### config.mk
export PLATFORM = sky130hd
export DESIGN_NAME = des_phase_align_ctrl
export DESIGN_NICKNAME = d
export VERILOG_FILES = /design/src/rtl/des_phase_align_ctrl.sv
export SDC_FILE = /design/constraint.sdc
export NUM_CORES = 1
export LEC_CHECK = 0
export ABC_CLOCK_PERIOD_IN_PS = 1750
export CAP_MARGIN = 20
export CORE_UTILIZATION = 40
export CTS_CLUSTER_DIAMETER = 50
export DETAILED_ROUTE_END_ITERATION = 10
export DONT_BUFFER_PORTS = 1
export HOLD_SLACK_MARGIN = 0.1
export PLACE_DENSITY_LB_ADDON = 0.08
export SKIP_LAST_GASP = 1
export SLEW_MARGIN = 40
export SYNTH_ARGS = -nofsm -noshare
export SYNTH_HDL_FRONTEND = slang
export SYNTH_SLANG_ARGS = --single-unit
### constraint.sdc
create_clock -name clk -period 1.75 [get_ports clk]
set_input_delay 0.35 -clock clk [delete_from_list [all_inputs] [get_ports clk]]
set_output_delay 0.35 -clock clk [all_outputs]
set_load 0.01 [all_outputs]
### src/rtl/des_phase_align_ctrl.sv
// Phase-alignment controller for the 72:576 deserializer: sweeps des_phi_init until the lane word matches the training pattern.
// Optional build macro DES_ALIGN_ERRCNT_EN adds a locked-state mismatch counter (err_cnt) with clear (err_clr).
module des_phase_align_ctrl #(
  parameter int unsigned RST_CYC      = 4,
  parameter int unsigned SETTLE_WORDS = 2,
  parameter int unsigned MATCH_CNT    = 4,
  parameter int unsigned LOSS_CNT     = 3
) (
  input  logic       clk,
  input  logic       rst,
  input  logic       start,
  input  logic [8:0] pattern,
  input  logic [8:0] sample,
  output logic       des_rst,
  output logic [2:0] des_phi_init,
  output logic       locked,
  output logic       fail,
  output logic       busy
`ifdef DES_ALIGN_ERRCNT_EN
  ,
  input  logic        err_clr,
  output logic [15:0] err_cnt
`endif
);

  localparam int unsigned CW  = 4;
  localparam int unsigned WCW = 3;
  localparam int unsigned PW  = 3;

  localparam logic [CW-1:0] RST_LAST    = CW'(RST_CYC - 1);
  localparam logic [CW-1:0] SETTLE_LAST = (SETTLE_WORDS == 0) ? '0 : CW'(SETTLE_WORDS - 1);
  localparam logic [CW-1:0] MATCH_LAST  = CW'(MATCH_CNT - 1);
  localparam logic [CW-1:0] LOSS_LAST   = CW'(LOSS_CNT - 1);

  localparam bit PARAMS_OK = (RST_CYC >= 1) && (RST_CYC <= 15) && (SETTLE_WORDS <= 15) &&
                             (MATCH_CNT >= 1) && (MATCH_CNT <= 15) &&
                             (LOSS_CNT >= 1) && (LOSS_CNT <= 15);

  typedef enum logic [2:0] {
    S_IDLE, S_RESET, S_SETTLE, S_CHECK, S_LOCKED, S_FAIL
  } state_t;

  state_t          state;
  logic [WCW-1:0]  wcnt;
  logic [CW-1:0]   rcnt;
  logic [CW-1:0]   sc;
  logic [CW-1:0]   mc;
  logic [CW-1:0]   lc;
  logic            strobe;
  logic            word_ok;

  // One deserialized word lands every 8 fast cycles after des_rst release.
  assign strobe  = (wcnt == WCW'(7));
  assign word_ok = (sample == pattern);

  function automatic logic [CW-1:0] sat_inc(input logic [CW-1:0] v);
    return (v == '1) ? v : v + CW'(1);
  endfunction

  // des_phi_init doubles as the current sweep phase.
  always_ff @(posedge clk) begin
    if (rst) begin
      state        <= S_IDLE;
      des_rst      <= 1'b0;
      des_phi_init <= '0;
      locked       <= 1'b0;
      fail         <= 1'b0;
      busy         <= 1'b0;
      wcnt         <= '0;
      rcnt         <= '0;
      sc           <= '0;
      mc           <= '0;
      lc           <= '0;
    end else begin
      wcnt <= wcnt + WCW'(1);
      if (start) begin
        state        <= S_RESET;
        des_phi_init <= '0;
        des_rst      <= 1'b1;
        rcnt         <= '0;
        sc           <= '0;
        mc           <= '0;
        lc           <= '0;
        locked       <= 1'b0;
        fail         <= 1'b0;
        busy         <= 1'b1;
      end else begin
        unique case (state)
          S_IDLE: ;
          S_RESET: begin
            if (rcnt >= RST_LAST) begin
              des_rst <= 1'b0;
              wcnt    <= '0;
              sc      <= '0;
              mc      <= '0;
              state   <= (SETTLE_WORDS == 0) ? S_CHECK : S_SETTLE;
            end else begin
              rcnt <= sat_inc(rcnt);
            end
          end
          S_SETTLE: begin
            if (strobe) begin
              if (sc >= SETTLE_LAST) begin
                state <= S_CHECK;
                mc    <= '0;
              end else begin
                sc <= sat_inc(sc);
              end
            end
          end
          S_CHECK: begin
            if (strobe) begin
              if (word_ok) begin
                if (mc >= MATCH_LAST) begin
                  state  <= S_LOCKED;
                  locked <= 1'b1;
                  busy   <= 1'b0;
                  lc     <= '0;
                end else begin
                  mc <= sat_inc(mc);
                end
              end else begin
                mc <= '0;
                if (des_phi_init == PW'(7)) begin
                  state <= S_FAIL;
                  fail  <= 1'b1;
                  busy  <= 1'b0;
                end else begin
                  state        <= S_RESET;
                  des_phi_init <= des_phi_init + PW'(1);
                  des_rst      <= 1'b1;
                  rcnt         <= '0;
                end
              end
            end
          end
          S_LOCKED: begin
            if (strobe) begin
              if (word_ok) begin
                lc <= '0;
              end else if (lc >= LOSS_LAST) begin
                // Lock lost: re-sweep from phase 0.
                state        <= S_RESET;
                locked       <= 1'b0;
                busy         <= 1'b1;
                des_phi_init <= '0;
                des_rst      <= 1'b1;
                rcnt         <= '0;
                lc           <= '0;
              end else begin
                lc <= sat_inc(lc);
              end
            end
          end
          S_FAIL: ;
          default: state <= S_IDLE;
        endcase
      end
    end
  end

`ifdef DES_ALIGN_ERRCNT_EN
  // Saturating count of mismatching words seen while locked.
  always_ff @(posedge clk) begin
    if (rst || start || err_clr) begin
      err_cnt <= '0;
    end else if ((state == S_LOCKED) && strobe && !word_ok && (err_cnt != '1)) begin
      err_cnt <= err_cnt + 16'd1;
    end
  end
`endif

  // Illegal parameter combinations are flagged whenever reset is applied.
  always_ff @(posedge clk) begin
    if (rst) begin
      assert (PARAMS_OK) else $error("des_phase_align_ctrl: parameter out of range");
    end
  end

endmodule

After elaboration in Yosys (flattened, before gate mapping)
Index checks and enable logic that the tools add are counted.

cells by class
  muxes and demuxes = 73
  equal/unequal tests = 43
  magnitude comparators = 4
  bitwise gates (word level) = 2
  add/subtract/negate cells = 6
  reduce and logical (&&, ||, !) cells = 20

operators with widths
  cell                 number
  $mux 4               25
  $mux 3               19
  $ne 3x3->1 const B   12
  $ne 2x2->1 const B   15
  $reduce_and 7->1     4
  $reduce_and 9->1     3
  $pmux 4 s3           2
  $mux 1               20
  $add 4x1->4 const B  4
  $eq 4x4->1 const B   4
  $pmux 4 s2           2
  $pmux 3 s5           1
  $eq 3x3->1 const B   4
  $ge 4x2->1 const B   3
  $ne 4x4->1 const B   3
  $eq 9x9->1           1
  $reduce_bool 3->1    3
  $reduce_and 8->1     1
  $add 3x1->3 const B  2
  $eq 3x2->1 const B   2
  $pmux 3 s2           1
  $reduce_and 6->1     1
  $reduce_and 5->1     1
  $ge 4x1->1 const B   1
  other kinds (10)     14

storage, ports and cells
  register bits after elaboration = 29
  output and inout port bits = 7
  input port bits = 21

Logic depth before layout (Yosys ltp)
  word-level depth = 6
  gate-level depth with buffers = 8

Worst setup path before layout
No wires, ideal clock.

  path type = reg2reg
  start = register wcnt[0]
  end = register mc[0]
  cell stages (with the launch flop) = 8
  setup time = 0.079 ns
  data arrival time = 1.872 ns
  slack = -0.201 ns
  required time = 1.671 ns
  cells stage by stage = dfxtp_1 > ha_1 > ha_1 > clkbuf_1 > inv_1 > a2111o_1 > or3_1 > o211ai_1

between the ends
  word-level cells in the longest chain between the ends = 3

RTL lines
  element                                line  RTL
  start: declaration                     44    logic [WCW-1:0] wcnt;
  start signal: assignment               75    wcnt <= wcnt + WCW'(1);
  $eq 3x3->1 (*)                         53    assign strobe = (wcnt == WCW'(7));
  $ne 2x2->1 (no source line)            --
  $reduce_and 7->1 (no source line) (*)  --
  end signal: assignment                 120   mc <= sat_inc(mc);
  end: declaration                       47    logic [CW-1:0] mc;

Every way passes the cells marked *; elsewhere a longest branch is shown, timed or not.
A chain may end at the register's enable or synchronous reset.

Worst setup path after layout
  start = register sc[1]
  end = register sc[1]

between the ends
  word-level cells in the longest chain between the ends = 5

RTL lines
  element                   line  RTL
  start: declaration        46    logic [CW-1:0] sc;
  start signal: assignment  107   sc <= sat_inc(sc);
  $add 4x1->4               57    return (v == '1) ? v : v + CW'(1);
  $mux 4                    57
  $mux 4                    103   if (sc >= SETTLE_LAST) begin
  $mux 4                    102   if (strobe) begin
  $pmux 4 s2                88    unique case (state)

Several ways; a longest one is shown, not always the timed one. The select of a mux whose other input is x is not followed.

==> flow_summary.ini <==
[synthesis]
synthCells = 200
synth_top_area_share_pct = 32.9
synth_top_cell_by_area = dfxtp_1
synth-edff-count = 0
synth_xor_area_share_pct = 6.44
synth_mux_area_share_pct = 2.34
synth_top_family_by_area = simple AND/OR/NAND/NOR gates
syn-mean-instance-area_um2 = 8.83
ys_seq_elements = 29
ys.flop_type = dfxtp_1
synthesis.nets = 232
synthTopCellsByArea = dfxtp_1 (33%), ha_1 (7.8%), xnor2_1 (5.5%)
synth_warnings = 0
yosysSeqAreaShare_pct = 32.9
syn-cell-area_um2 = 1770
yosys.area_share.simple_pct = 26.3
synth.distinct_cells = 53
synth-compound-area-share_pct = 20.4
synthAdderAreaFrac_pct = 7.79
ys_async_sr_fraction_pct = 0

[flow_run]
cap_violations = 0

[timing]
worst_pin_slew_ns = 0.317
fmax_mhz = 533
slew-limit-headroom_pct = 78.8
rsz0062_at_grt = true
layout_worst_path_cycle_share_pct = 107
finalHoldViolCount = 0
setup_violations = 12
fin_skew_ns = 0.00655
period_minus_slack_ns = 1.87
layout_setup_ws_ns = -0.125
setup_tns_ns = -0.758
hold_ws_ns = 0.128
finalMaxSlewViolations = 0

[floorplan]
die_x_um = 68.5
die_y_um = 68.5
initial_core_util_pct = 42.9
rows = 23
io_pins = 28
core-area_um2 = 4120
dieArea_um2 = 4690

[clocking]
cts_buffers = 5
ctsHoldBuffers = 0
clk_latency_ns = 0.28
cts_max_path_buffers = 2
cts_tree = built
clock-sinks = 29
clk_pin_slew_ns = 0.07
cts-root-buf = clkbuf_8
htreeDepth = 2

[final_layout]
antenna_cells = 0
fillers = 361
layout_commonest_cell = buf_4
drive_gt1_share_pct = 40.2
final_cells = 296
synthToLayoutAreaGrowth_pct = 38.6
seq_area_um2 = 597
postLayoutCoreUtil_pct = 59.5
multiInputGateArea_um2 = 1300
layout_common_cells = buf_4 (43), dfxtp_1 (22), nand2_1 (12), xnor2_1 (11), nor2_1 (11)
nNetsFinal = 278

[power_and_ir_drop]
p_per_area_nw_per_um2 = 601
vdd_drop_max_v = 0.000317
leakage_nw = 1.01

[worst_setup_path]
path_class = flip-flop to flip-flop
crit_arrival_ns = 2.09
setup.worst_path.start_class = flip-flop
end_kind = flip-flop
cp.required_ns = 1.97
worstPathMaxFanout = 3

[grt]
grt_use_total_pct = 23.0
antenna_found_initial = 0
grt_max_degree = 11
grt.overflow.total = 0
grt_pass1_wl_mm = 7.68
grt_pass1_vias = 1702

[min_path]
hold_class = primary input to flip-flop

[outcome]
status = complete, but fails checks
violations = setup timing

[routing]
vias = 1732
wl_mm = 5.05
via_per_inst = 5.85
routedWlPerCell_um = 17.1
drt_first_pass_iters = 4
remaining_drc_errors = 0
drt_iter0_drc = 78
ant_nets = 0

[placement]
port_buffers = 0
dp_hpwl_mm = 3.69
place_inst = 282
routabilityCongestion = 0.868
pre_cts_ws_ns = -0.146
-- repair_timing --
item / 4_1_cts / 5_1_grt
setup endpoints to repair: 20 / 25
gates resized for setup: 17 / 26
pin swaps: 15 / 13
setup buffers: 4 / 5
-- flip-flops by register name, indices dropped and copies added (netlist names), 3 cells and up --
name	count
rcnt	4
state	3
lc	4
mc	4
sc	4
wcnt	3
des_phi_init	3
-- through the flow --
stage | total power [mW] | instance area [um^2]
floorplan | 0.831 | 1820
global placement | 0.885 | 2140
detailed placement | 0.891 | 2140
CTS | 1.47 | 2300
global route | 1.53 | 2450
finish | 1.47 | 2450
-- per-layer routing --
layer | wire (um) | GRT usage [%] | up-vias
met5 | 0 | 0 | -
met4 | 69 | 8.07 | 0
met3 | 258 | 5.50 | 8
met2 | 2500 | 39.2 | 46
met1 | 2220 | 27.7 | 834
li1 | - | - | 844
-- worst max-delay path: stages (launching register included) --
cell and delay (ns):
dfxtp_2 0.34, inv_2 0.05, ha_4 0.14, or4b_4 0.50, o211a_4 0.27, o41ai_2 0.31
nand2_1 0.08, a21oi_1 0.12
-- kinds of logic after synthesis --
group           Yosys count
simple gates             79
xor+xnor                 13
mux                       4
compound gates           48
buf+inv                  16
flops                    29
fa+ha+maj                11
-- final timing paths --
kind / startpoint / endpoint / slack, ns / depth (start not counted)
hold reg to reg: wcnt[0]$_SDFF_PP0_ / wcnt[0]$_SDFF_PP0_ / 0.43 / 1
setup reg to reg: sc[1]$_SDFFE_PP0P_ / sc[1]$_SDFFE_PP0P_ / -0.12 / 7
setup / recovery: sc[1]$_SDFFE_PP0P_ / sc[1]$_SDFFE_PP0P_ / -0.12 / 7
hold / removal: rst / des_rst$_SDFFE_PP0P_ / 0.13 / 1
-- cells in the mapped netlist, types with 2 or more instances --
| cell type | count |
|---|---|
| dfxtp_1 | 29 |
| nor2_1 | 15 |
| nand2_1 | 12 |
| a21oi_1 | 11 |
| ha_1 | 11 |
| nand3_1 | 11 |
| xnor2_1 | 11 |
| inv_1 | 7 |
| nor3_1 | 7 |
| o21ai_0 | 7 |
| or3_1 | 6 |
| and2_1 | 5 |
| o211a_1 | 5 |
| buf_2 | 4 |
| clkbuf_1 | 4 |
| a311oi_1 | 3 |
| mux2i_1 | 3 |
| nand4_1 | 3 |
| a41oi_1 | 2 |
| and4_1 | 2 |
| nor3b_1 | 2 |
| nor4_1 | 2 |
| o211ai_1 | 2 |
| o22ai_1 | 2 |
| o2bb2ai_1 | 2 |
| o41ai_1 | 2 |
| or3b_2 | 2 |
| or4_1 | 2 |
| xor2_1 | 2 |
-- where the power goes --
group          switching [mW]  leakage, nW  internal (mW)
sequential             0.0130        0.239          0.672
clock                   0.256       0.0443          0.312
combinational           0.109        0.727          0.111
total                   0.378         1.01           1.09
-- area by class of cell --
cell class / instances / share of cell area [%]
multi-input combinational: 155 / 53.0
timing repair buffer: 48 / 15.5
clock buffer: 7 / 3.53
tap: 50 / 2.55
sequential: 29 / 24.4
inverter: 7 / 1.07
No activity file was read; power rests on OpenSTA's default activity.
